File: config.mk
export PLATFORM = sky130hd
export DESIGN_NAME = buffer_mux_sequencer_flat
export DESIGN_NICKNAME = d
export VERILOG_FILES = /design/src/rtl/buffer_mux_sequencer_if.sv /design/src/rtl/buffer_mux_sequencer.sv /design/src/flat_wrapper.sv
export SDC_FILE = /design/constraint.sdc
export NUM_CORES = 1
export LEC_CHECK = 0
export BUFFER_PORTS_ARGS = -buffer_cell sky130_fd_sc_hd__buf_2
export CORE_ASPECT_RATIO = 0.6
export CORE_MARGIN = 4
export CORE_UTILIZATION = 40
export DETAILED_ROUTE_END_ITERATION = 10
export SLEW_MARGIN = 20
export SYNTH_ARGS = -nofsm -noshare
export SYNTH_HDL_FRONTEND = slang
export SYNTH_SLANG_ARGS = --single-unit
export TNS_END_PERCENT = 30
File: constraint.sdc
create_clock -name clk -period 4.3 [get_ports clk]
set_input_delay 0.43 -clock clk [delete_from_list [all_inputs] [get_ports clk]]
set_output_delay 0.43 -clock clk [all_outputs]
set_load 0.005 [all_outputs]
File: src/rtl/buffer_mux_sequencer_if.sv
`default_nettype none
// ============================================================================
// Module   : buffer_mux_sequencer_if
// Purpose  : Request/grant/select bundle between the round-robin burst
//            sequencer, its 16 sources and the downstream buffer/mux stage.
// Revision : 1.0 - initial release
// ============================================================================
interface buffer_mux_sequencer_if;
  logic        enable;
  logic [15:0] req;
  logic        stall;
  logic [15:0] mux_sel;
  logic [15:0] ack;
  logic        out_valid;
  logic [3:0]  out_ch;
  logic        out_last;

  // Sources / controller side
  modport master (
    output enable, req, stall,
    input  mux_sel, ack, out_valid, out_ch, out_last
  );

  // Sequencer side
  modport slave (
    input  enable, req, stall,
    output mux_sel, ack, out_valid, out_ch, out_last
  );
endinterface
`default_nettype wire

File: src/rtl/buffer_mux_sequencer.sv
`default_nettype none
// ============================================================================
// Module   : buffer_mux_sequencer
// Purpose  : Round-robin burst sequencer. Grants one of 16 channels for
//            BURST_LEN beats, drives the one-hot mux select, per-beat acks
//            and beat-aligned valid/channel/last flags for the mux stage.
// Revision : 1.0 - initial release
// ============================================================================
module buffer_mux_sequencer #(
  parameter int unsigned BURST_LEN = 4
) (
  input  logic                          clk,
  input  logic                          rst_n,
  buffer_mux_sequencer_if.slave         bus
);

  typedef enum logic [0:0] {
    IDLE  = 1'b0,
    GRANT = 1'b1
  } state_t;

  localparam logic [7:0] LAST_BEAT = 8'(BURST_LEN - 1);

  state_t      state_q, state_d;
  logic [3:0]  ptr_q, ptr_d;
  logic [7:0]  beat_cnt_q, beat_cnt_d;
  logic [3:0]  grant_idx_q, grant_idx_d;
  logic [15:0] mux_sel_q, mux_sel_d;
  logic        out_valid_q, out_valid_d;
  logic [3:0]  out_ch_q, out_ch_d;
  logic        out_last_q, out_last_d;

  logic [3:0]  arb_start;
  logic [3:0]  arb_idx;
  logic [3:0]  scan_idx;
  logic        arb_found;
  logic        beat_go;
  logic        last_beat;

  // Round-robin pick: first requester at or above the start point, wrapping.
  // In GRANT the only arbitration point is the last beat, where the start
  // point is the channel after the current grant (the ptr value being written).
  always_comb begin
    arb_start = (state_q == GRANT) ? (grant_idx_q + 4'd1) : ptr_q;
    arb_idx   = arb_start;
    arb_found = 1'b0;
    scan_idx  = arb_start;
    for (int i = 0; i < 16; i++) begin
      scan_idx = arb_start + 4'(i);
      if (!arb_found && bus.req[scan_idx]) begin
        arb_idx   = scan_idx;
        arb_found = 1'b1;
      end
    end
  end

  assign beat_go   = (state_q == GRANT) && !bus.stall;
  assign last_beat = beat_go && (beat_cnt_q == LAST_BEAT);

  // Next-state, select and beat-aligned output flag computation.
  always_comb begin
    state_d     = state_q;
    ptr_d       = ptr_q;
    beat_cnt_d  = beat_cnt_q;
    grant_idx_d = grant_idx_q;
    mux_sel_d   = mux_sel_q;
    out_valid_d = beat_go;
    out_ch_d    = grant_idx_q;
    out_last_d  = last_beat;

    case (state_q)
      IDLE: begin
        mux_sel_d = 16'h0000;
        if (bus.enable && arb_found) begin
          grant_idx_d = arb_idx;
          mux_sel_d   = 16'h0001 << arb_idx;
          beat_cnt_d  = 8'd0;
          state_d     = GRANT;
        end
      end
      GRANT: begin
        if (last_beat) begin
          ptr_d      = grant_idx_q + 4'd1;
          beat_cnt_d = 8'd0;
          if (bus.enable && arb_found) begin
            grant_idx_d = arb_idx;
            mux_sel_d   = 16'h0001 << arb_idx;
          end else begin
            mux_sel_d = 16'h0000;
            state_d   = IDLE;
          end
        end else if (beat_go) begin
          beat_cnt_d = beat_cnt_q + 8'd1;
        end
      end
      default: begin
        state_d   = IDLE;
        mux_sel_d = 16'h0000;
      end
    endcase
  end

  // State and output registers; reset abandons any burst in flight.
  always_ff @(posedge clk or negedge rst_n) begin
    if (!rst_n) begin
      state_q     <= IDLE;
      ptr_q       <= 4'd0;
      beat_cnt_q  <= 8'd0;
      grant_idx_q <= 4'd0;
      mux_sel_q   <= 16'h0000;
      out_valid_q <= 1'b0;
      out_ch_q    <= 4'd0;
      out_last_q  <= 1'b0;
    end else begin
      state_q     <= state_d;
      ptr_q       <= ptr_d;
      beat_cnt_q  <= beat_cnt_d;
      grant_idx_q <= grant_idx_d;
      mux_sel_q   <= mux_sel_d;
      out_valid_q <= out_valid_d;
      out_ch_q    <= out_ch_d;
      out_last_q  <= out_last_d;
    end
  end

  assign bus.mux_sel   = mux_sel_q;
  assign bus.ack       = mux_sel_q & {16{beat_go}};
  assign bus.out_valid = out_valid_q;
  assign bus.out_ch    = out_ch_q;
  assign bus.out_last  = out_last_q;

endmodule
`default_nettype wire
File: src/flat_wrapper.sv
// flat-port wrapper written by rule: the top's interface ports become plain ports
module buffer_mux_sequencer_flat 
#(
  parameter int unsigned BURST_LEN = 4
)
  (clk, rst_n, bus_enable, bus_req, bus_stall, bus_mux_sel, bus_ack, bus_out_valid, bus_out_ch, bus_out_last);
  buffer_mux_sequencer_if bus_i ();
  input  logic clk;
  input  logic rst_n;
  input wire logic [$bits(bus_i.enable)-1:0] bus_enable;
  input wire logic [$bits(bus_i.req)-1:0] bus_req;
  input wire logic [$bits(bus_i.stall)-1:0] bus_stall;
  output wire logic [$bits(bus_i.mux_sel)-1:0] bus_mux_sel;
  output wire logic [$bits(bus_i.ack)-1:0] bus_ack;
  output wire logic [$bits(bus_i.out_valid)-1:0] bus_out_valid;
  output wire logic [$bits(bus_i.out_ch)-1:0] bus_out_ch;
  output wire logic [$bits(bus_i.out_last)-1:0] bus_out_last;
  assign bus_i.enable = bus_enable;
  assign bus_i.req = bus_req;
  assign bus_i.stall = bus_stall;
  assign bus_mux_sel = bus_i.mux_sel;
  assign bus_ack = bus_i.ack;
  assign bus_out_valid = bus_i.out_valid;
  assign bus_out_ch = bus_i.out_ch;
  assign bus_out_last = bus_i.out_last;
  buffer_mux_sequencer #(.BURST_LEN(BURST_LEN)) u_core (.clk(clk), .rst_n(rst_n), .bus(bus_i));
endmodule
# Word-level counts from Yosys, hierarchy flattened
# Index checks and enable logic that the tools add are counted.
[word_totals]
regBits = 39
out_inout_bits = 38
in_bits = 20
[classes]
shifts = 1
magnitude_cmp = 16
muxes = 77
reduce_logical = 36
n_bitwise = 2
n_addsub = 17
eq_ne = 4
[op_table]
columns = ["op", "n"]
rows = [
  ["< comparator 4 x 5 -> 1 bit, second input constant", 16],
  ["2-to-1 mux 4 bit", 18],
  ["binary-select mux 1 bit (select 4 bit)", 16],
  ["2-to-1 mux 1 bit", 34],
  ["adder 4 bit, second input constant", 8],
  ["2-to-1 mux 16 bit", 2],
  ["one-hot mux 16 bit (2 select lines)", 1],
  ["2-to-1 mux 8 bit", 3],
  ["logical AND 1 bit", 18],
  ["adder 4 x 3 -> 4 bit, second input constant", 4],
  ["AND 16 bit", 1],
  ["logical NOT 1 bit", 16],
  ["one-hot mux 8 bit (2 select lines)", 1],
  ["left shift 1 x 4 -> 16 bit, first input constant", 1],
  ["adder 4 x 1 -> 4 bit, second input constant", 2],
  ["adder 4 x 2 -> 4 bit, second input constant", 2],
  ["adder 8 x 1 -> 8 bit, second input constant", 1],
  ["equality test 8 x 2 -> 1 bit, second input constant", 1],
  ["one-hot mux 4 bit (2 select lines)", 1],
  ["AND reduction 2 bit", 2],
  ["!= test 3 bit, second input constant", 1],
  ["!= test 2 x 1 -> 1 bit, second input constant", 1],
  ["!= test 2 bit, second input constant", 1],
  ["one-hot mux 1 bit (2 select lines)", 1],
  ["NOT 1 bit", 1],
]

# Depth between registers and ports, before layout
# Gate-level depths: netlist of the first run.
[logic_depth]
depth_word = 54
mapped_depth = 18
depth_no_buf = 14

# Least setup slack after synthesis of the first run
# No wires, ideal clock.
[synth_timing]
path_kind = "reg2reg"
startpoint = "register u_core.grant_idx_q[0]"
endpoint = "register u_core.mux_sel_q[12] (netlist: u_core.bus.mux_sel[12])"
period_less_slack_ns = 4.491
arrival_ns = 4.381
stages_incl_launch_ff = 18
path_slack_ns = -0.191
n_path_buf = 3
required_ns = 4.190
path_cell_list = "dfrtp_1 > ha_1 > xnor2_1 > a21o_2 > inv_2 > clkbuf_1 > clkbuf_1 > ha_1 > nand2_1 > xnor2_4 > mux2i_1 > nor2_1 > or4_1 > or4b_1 > a21oi_2 > or3_1 > buf_6 > o41ai_1"
[synth_via]
elab_chain_len = 54
[synth_lines]
columns = ["item", "line_no", "rtl"]
rows = [
  ["start, declared", "buffer_mux_sequencer.sv:27", "logic [3:0] grant_idx_q, grant_idx_d;"],
  ["start signal, assigned", "buffer_mux_sequencer.sv:118", "grant_idx_q <= grant_idx_d;"],
  ["adder 4 x 1 -> 4 bit *", "buffer_mux_sequencer.sv:44", "arb_start = (state_q == GRANT) ? (grant_idx_q + 4'd1) : ptr_q;"],
  ["2-to-1 mux 4 bit *", "buffer_mux_sequencer.sv:44", ""],
  ["branches (longest 49 deep; another with adder 4 x 1 -> 4 bit)", "n/a", ""],
  ["2-to-1 mux 16 bit *", "buffer_mux_sequencer.sv:74, buffer_mux_sequencer.sv:85", ""],
  ["2-to-1 mux 16 bit", "buffer_mux_sequencer.sv:82", "if (last_beat) begin"],
  ["one-hot mux 16 bit (2 select lines) *", "buffer_mux_sequencer.sv:71", "case (state_q)"],
  ["end signal, assigned", "buffer_mux_sequencer.sv:119", "mux_sel_q <= mux_sel_d;"],
  ["end, declared", "buffer_mux_sequencer.sv:28", "logic [15:0] mux_sel_q, mux_sel_d;"],
]
# Every way passes the cells marked *. The select of a mux whose other input is x is not followed.
# A chain may end at the register's enable or synchronous reset.

# Worst setup path in the final report of the first run
[layout_timing]
startpoint = "register u_core.grant_idx_q[0]"
endpoint = "register u_core.mux_sel_q[9] (netlist: u_core.bus.mux_sel[9])"
# Same word-level chain as after synthesis.

==> results of run 1 <==
## metrics by stage
step | setup TNS (ns) | std cells | setup slack [ns] | util (%) | area (µm²)
2_1_floorplan | 0 | 484 | 0.00401 | - | 4290
3_3_place_gp | 0 | 704 | 0.0543 | 49.3 | 5010
3_5_place_dp | 0 | 704 | 0.0186 | 49.3 | 5010
4_1_cts | 0 | 712 | 0.00983 | 50.9 | 5180
5_1_grt | -0.106 | 718 | -0.0302 | 52.8 | 5360
6_report | 0 | 718 | 0.112 | 52.8 | 5360
## cell type report
type / count / share of cell area [%]
Clock buffer: 7 / 2.66
Clock inverter: 1 / 0.163
Inverter: 7 / 0.583
Multi-Input combinational cell: 416 / 61.4
Sequential cell: 39 / 18.2
Tap cell: 135 / 3.15
Timing Repair Buffer: 113 / 13.9
## cell usage in the layout, fill, tap and decap left out, drive strengths merged, types with 4 or more instances in the layout
cell type / Yosys / routed
a211oi: 7 / 7
a21o: 4 / 4
a21oi: 22 / 22
and2: 29 / 29
and3: 4 / 4
buf: 13 / 113
clkbuf: 10 / 7
dfrtp: 39 / 39
ha: 9 / 9
inv: 7 / 7
mux2: 7 / 7
mux2i: 25 / 25
mux4: 16 / 16
nand2: 59 / 59
nand2b: 4 / 4
nand3: 28 / 28
nand4: 4 / 4
nor2: 33 / 33
nor2b: 7 / 7
nor3: 10 / 10
o21a: 7 / 7
o21ai: 40 / 40
o22ai: 4 / 4
o31ai: 13 / 13
o32ai: 4 / 4
o41ai: 8 / 8
or3: 3 / 4
or4: 4 / 4
xnor2: 14 / 14
## how the worst max path moves through the flow
stage                                       from                                 end  slack [ns]  cells past startpoint
2_1_floorplan  u_core.grant_idx_q[0]$_DFFE_PN0P_  u_core.bus.mux_sel[12]$_DFFE_PN0N_       0.004                     15
3_3_place_gp   u_core.grant_idx_q[1]$_DFFE_PN0P_   u_core.bus.mux_sel[5]$_DFFE_PN0N_        0.05                     14
3_5_place_dp            u_core.state_q$_DFF_PN0_  u_core.bus.mux_sel[15]$_DFFE_PN0N_        0.02                     16
4_1_cts        u_core.grant_idx_q[1]$_DFFE_PN0P_   u_core.bus.mux_sel[4]$_DFFE_PN0N_        0.01                     14
5_1_grt        u_core.grant_idx_q[0]$_DFFE_PN0P_   u_core.bus.mux_sel[9]$_DFFE_PN0N_       -0.03                     15
6_report       u_core.grant_idx_q[0]$_DFFE_PN0P_   u_core.bus.mux_sel[9]$_DFFE_PN0N_        0.11                     15
## repair_timing
| item | in CTS | in global routing |
|---|---|---|
| pin swaps | 0 | 4 |
| gates cloned | 0 | 1 |
| setup buffers | 0 | 5 |
| setup endpoints to repair | 3 | 22 |
| resized for setup | 3 | 32 |
| endpoints found under the hold margin | 0 | 0 |
## critical path, delay by kind of cell, from the launching register on
family | cells | cell delay, ns
buffers and inverters | 4 | 0.72
xor gates and xnor gates | 1 | 0.19
and+or+nand+nor | 3 | 0.92
adders and majority gates | 1 | 0.26
muxes | 2 | 0.76
DFF | 1 | 0.41
AOI/OAI and AO/OA | 4 | 0.81
## layer usage
layer	routed length, µm	vias to the layer above	global-route usage, %
met5	0	-	0
met4	109	0	3.40
met3	1850	12	8.13
met2	5740	239	30.1
met1	7470	2182	39.2
li1	-	2049	-
## sequential cells by signal, indices dropped and copies added (netlist names)
signal	flops
u_core.beat_cnt_q	8
u_core.bus.mux_sel	16
u_core.bus.out_ch	4
u_core.bus.out_last	1
u_core.bus.out_valid	1
u_core.grant_idx_q	4
u_core.ptr_q	4
u_core.state_q	1
## cells by family after synthesis
| family | after synthesis | synth area share, % |
|---|---|---|
| flops | 39 | 22.8 |
| mux | 48 | 17.6 |
| buf+inv | 30 | 4.12 |
| fa+ha+maj | 9 | 2.63 |
| compound gates | 141 | 22.8 |
| xor+xnor | 15 | 5.35 |
| simple gates | 202 | 24.7 |
==> flow_metrics.tcl, run 1 <==
set metrics [dict create \
    fp.dieH_um 88.2 \
    timing.critical_path.to_type "flip-flop" \
    synth.cell_area_um2 4280 \
    cp_slowest_stage_delay_ns 0.58 \
    slew_viol_final 0 \
    worstPathArrival_ns 4.37 \
    ff2ff_path_depth 15 \
    min_period_ns 4.19 \
    synth_top_cells_by_area "dfrtp_1 (23%), mux4_2 (7.4%), nand2_1 (5.0%)" \
    synth-edff-count 0 \
    clockBufferDepth 2 \
    numPortBuffers 57 \
    slew-limit-headroom_pct 40.4 \
    yosys_register_bits 39 \
    outcome "finished, final reports clean" \
    synth_common_cells "nand2_1 (57), dfrtp_1 (39), o21ai_0 (37), nor2_1 (33)" \
    worst_setup_hold_path_clk_slew_ns 0.06 \
    holdBufCountCts 0 \
    totalWireLength_um 15200 \
    setup.worst_path.class "flip-flop to flip-flop" \
    report.final.setup_viol 0 \
    syn2layout_area_growth_pct 25.2 \
    synth-async-reset-ratio_pct 100 \
    post-synth-top-count-cell "nand2_1" \
    fp.coreArea_um2 10200 \
    yosys.area.top_type_share_pct 22.8 \
    inserted_clock_buffers 5 \
    track_usage_pct 24.1 \
    clock-sinks 39 \
    syn-num-nets 513 \
    fin_nets 611 \
    fp-row-count 28 \
    cap_violations 0 \
    ys_types 86 \
    num_vias 4482 \
    pin_count_of_the_biggest_net_entering_global_routing 40 \
    wire_length_of_the_first_global_routing_pass_um 23200 \
    avgRoutedWirePerCell_um 21.1 \
    grt_pass1_vias 3973 \
    syn_inst 484 \
    maxClockFrequency_ghz 0.239 \
    die_width_um 142 \
    critical_path_cell_list "buf_4, nand2b_2, nand2_8, buf_12, ha_2, xnor2_4, mux4_2, buf_4, mux2_2, o2111a_1, or4b_1, a21oi_4, o32ai_1, buf_4, o31ai_1" \
    routed_via_density 6.24 \
    cts_tree "yes" \
    placer_s_final_routability_congestion_estimate 1.01 \
    worst_clock_skew_ns 0.00255 \
    starting_utilization_of_the_core_area_pct 42.2 \
    initialDrtViolationCount 524 \
    worstPathRequired_ns 4.48 \
    synth_sequential_area_ratio_pct 22.8 \
    drt_pre_antenna_iters 5 \
    worst_r2r_endpoint "u_core.bus.mux_sel[9]$_DFFE_PN0N_" \
    root_buffer "clkbuf_16" \
    syn-mean-instance-area_um2 8.85 \
    dominantRegCellSynth "dfrtp_1" \
    timing.critical_path.fanout_max 17 \
    min-delay-path-class "input port to async pin" \
    least_margin_pin_slew_ns 0.894 \
    timing.critical_path.slowest_stage_cell "or4b_1" \
    hold_slack_ns 0.271 \
    drcViolationCount 0 \
    most_frequent_cell_on_the_critical_path "buf_4" \
    globalRoute.totalOverflow 0 \
    ant_nets 0 \
    timing.final.crit_share_pct 97.4 \
    ios 58 \
    sequential_cell_area_um2 977 \
    clock_insertion_delay_at_the_later_pin_of_the_skew_report_ns 0.28 \
    ys.warnings.count 0 \
    die_area_um2 12500 \
    multi_input_area_um2 3290 \
    final.fill_count 977 \
    rsz0062_at_grt "yes" \
    synth_top_cell_by_area "dfrtp_1" \
    n_antenna_cell 0 \
    hpwlAfterDp_um 12100 \
    ff_to_ff_setup_slack_ns 0.11 \
    clock_tree.htree_level_count 2 \
    critical_path.reg2reg.startpoint "u_core.grant_idx_q[0]$_DFFE_PN0P_" \
    initial_antenna_violation_count 0 \
    critPathLaunchType "flip-flop" \
    final_number_of_hold_violating_endpoints 0 \
    post_route_cells_drive_above_1_share_pct 35.5 \
]
Power of run 1 is left out: the tool's default activity adds up to more than one toggle a clock period on the data nets, which glitch-free logic cannot reach.
==> run 2: changes to the inputs <==
PLACE_DENSITY_LB_ADDON = 0.1   (was unset)
==> flow_metrics.tcl, run 2 (synthesis gave the netlist of run 1 again) <==
set metrics [dict create \
    report.final.setup_viol 0 \
    post_route_cells_drive_above_1_share_pct 35.8 \
    clock-sinks 39 \
    wire_length_of_the_first_global_routing_pass_um 23200 \
    slew_viol_final 0 \
    critical_path_cell_list "ha_2, mux2i_4, inv_2, buf_4, ha_1, a21oi_1, xnor2_2, buf_4, mux2i_4, or2_1, or4_1, or4b_1, a21oi_2, or3_4, o41ai_1" \
    maxClockFrequency_ghz 0.238 \
    hpwlAfterDp_um 11700 \
    n_antenna_cell 0 \
    drt_pre_antenna_iters 5 \
    worst_clock_skew_ns 0.00357 \
    cts_tree "yes" \
    ios 58 \
    final_cell_area_um2 5460 \
    largest_register_ffs 16 \
    final_number_of_hold_violating_endpoints 0 \
    die_area_um2 12500 \
    fp-row-count 28 \
    routed_via_density 6.23 \
    timing.critical_path.to_type "flip-flop" \
    least_margin_pin_slew_ns 0.881 \
    timing.critical_path.slowest_stage_cell "or4_1" \
    globalRoute.totalOverflow 0 \
    hold_slack_ns 0.255 \
    slew-limit-headroom_pct 41.3 \
    fp.coreArea_um2 10200 \
    numPortBuffers 57 \
    outcome "finished, final reports clean" \
    starting_utilization_of_the_core_area_pct 42.2 \
    pin_count_of_the_biggest_net_entering_global_routing 40 \
    detailed_place.area_um2 4920 \
    root_buffer "clkbuf_16" \
    clock_insertion_delay_at_the_later_pin_of_the_skew_report_ns 0.29 \
    timing.final.crit_share_pct 97.6 \
    min_period_ns 4.20 \
    cap_violations 0 \
    timing.critical_path.fanout_max 12 \
    worst_setup_hold_path_clk_slew_ns 0.06 \
    fp.dieH_um 88.2 \
    worstPathArrival_ns 4.37 \
    clockBufferDepth 2 \
    num_vias 4478 \
    clock_tree.htree_level_count 2 \
    avgRoutedWirePerCell_um 21.4 \
    drcViolationCount 0 \
    setup.worst_path.class "flip-flop to flip-flop" \
    syn2layout_area_growth_pct 27.6 \
    ant_nets 0 \
    totalWireLength_um 15400 \
    grt_pass1_vias 4054 \
    critPathLaunchType "flip-flop" \
    worstPathRequired_ns 4.48 \
    placer_s_final_routability_congestion_estimate 1.11 \
    die_width_um 142 \
    min-delay-path-class "input port to async pin" \
    final.fill_count 997 \
    initial_antenna_violation_count 0 \
    layout_common_cells "nand2_1 (57), buf_2 (57), buf_4 (55), dfrtp_1 (38), o21ai_0 (36)" \
    fin_nets 612 \
    cp_slowest_stage_delay_ns 0.53 \
    initialDrtViolationCount 641 \
    track_usage_pct 24.3 \
    inserted_clock_buffers 5 \
]
==> run 2: changes by cell type in the layout (fill, tap and decap cells not counted), sizes merged <==
| cell | before | now |
|---|---|---|
| bufinv | 0 | 2 |
| buf | 113 | 114 |
| clkinv | 1 | 0 |
| or3 | 4 | 3 |
==> run 2: worst max-delay path, delay by kind of cell, from the launching register on <==
family                   cells  cell delay (ns)
multiplexers                 2             0.43
XOR/XNOR                     1             0.10
AO/OA/AOI/OAI                3             0.66
adder cells (fa/ha/maj)      2             0.52
buffers and inverters        3             0.47
flip-flops                   1             0.39
AND/OR/NAND/NOR              4             1.50
==> run 2: final cells by class <==
class | instances | area (µm²) | share of cell area [%]
Timing Repair Buffer | 115 | 726 | 13.3
Sequential cell | 39 | 977 | 17.9
Tap cell | 135 | 169 | 3.09
Clock inverter | 2 | 60.1 | 1.10
Clock buffer | 6 | 129 | 2.36
Multi-Input combinational cell | 415 | 3370 | 61.7
Inverter | 7 | 31.3 | 0.572
==> run 2: layer usage <==
layer	track usage, %	up-vias	part of all wire, %
met5	0	-	0
met4	3.48	0	1.0
met3	8.18	19	12
met2	31.4	244	38
met1	38.7	2172	50
li1	-	2043	-
==> run 2: repair_timing <==
item / 4_1_cts / 5_1_grt
hold buffers: 0 / 0
buffers inserted: 0 / 14
gates resized for setup: 5 / 39
pin swaps: 0 / 8
setup endpoints to repair: 16 / 22
==> run 2: worst paths after layout <==
path / start / to / slack [ns] / cells past startpoint
max in group asynchronous: rst_n / u_core.state_q$_DFF_PN0_ / 3.43 / 1
hold reg to reg: u_core.beat_cnt_q[7]$_DFFE_PN0P_ / u_core.beat_cnt_q[7]$_DFFE_PN0P_ / 0.48 / 1
setup / recovery: u_core.grant_idx_q[0]$_DFFE_PN0P_ / u_core.bus.mux_sel[6]$_DFFE_PN0N_ / 0.10 / 15
setup reg to reg: u_core.grant_idx_q[0]$_DFFE_PN0P_ / u_core.bus.mux_sel[6]$_DFFE_PN0N_ / 0.10 / 15
min in group clk: u_core.beat_cnt_q[7]$_DFFE_PN0P_ / u_core.beat_cnt_q[7]$_DFFE_PN0P_ / 0.48 / 1
hold / removal: rst_n / u_core.bus.mux_sel[4]$_DFFE_PN0N_ / 0.26 / 1
==> run 2: metrics by stage <==
| step | TNS, ns | std cells | util (%) | setup WS (ns) |
|---|---|---|---|---|
| finish | 0 | 719 | 53.8 | 0.104 |
| global route | -0.0490 | 719 | 53.8 | -0.0269 |
| CTS | 0 | 705 | 50.6 | 0.0220 |
| detailed placement | -1.17 | 697 | 48.4 | -0.180 |
| global placement | -0.651 | 697 | 48.4 | -0.0960 |
| floorplan | 0 | 484 | - | 0.00401 |
Power of run 2 is left out for the same reason.
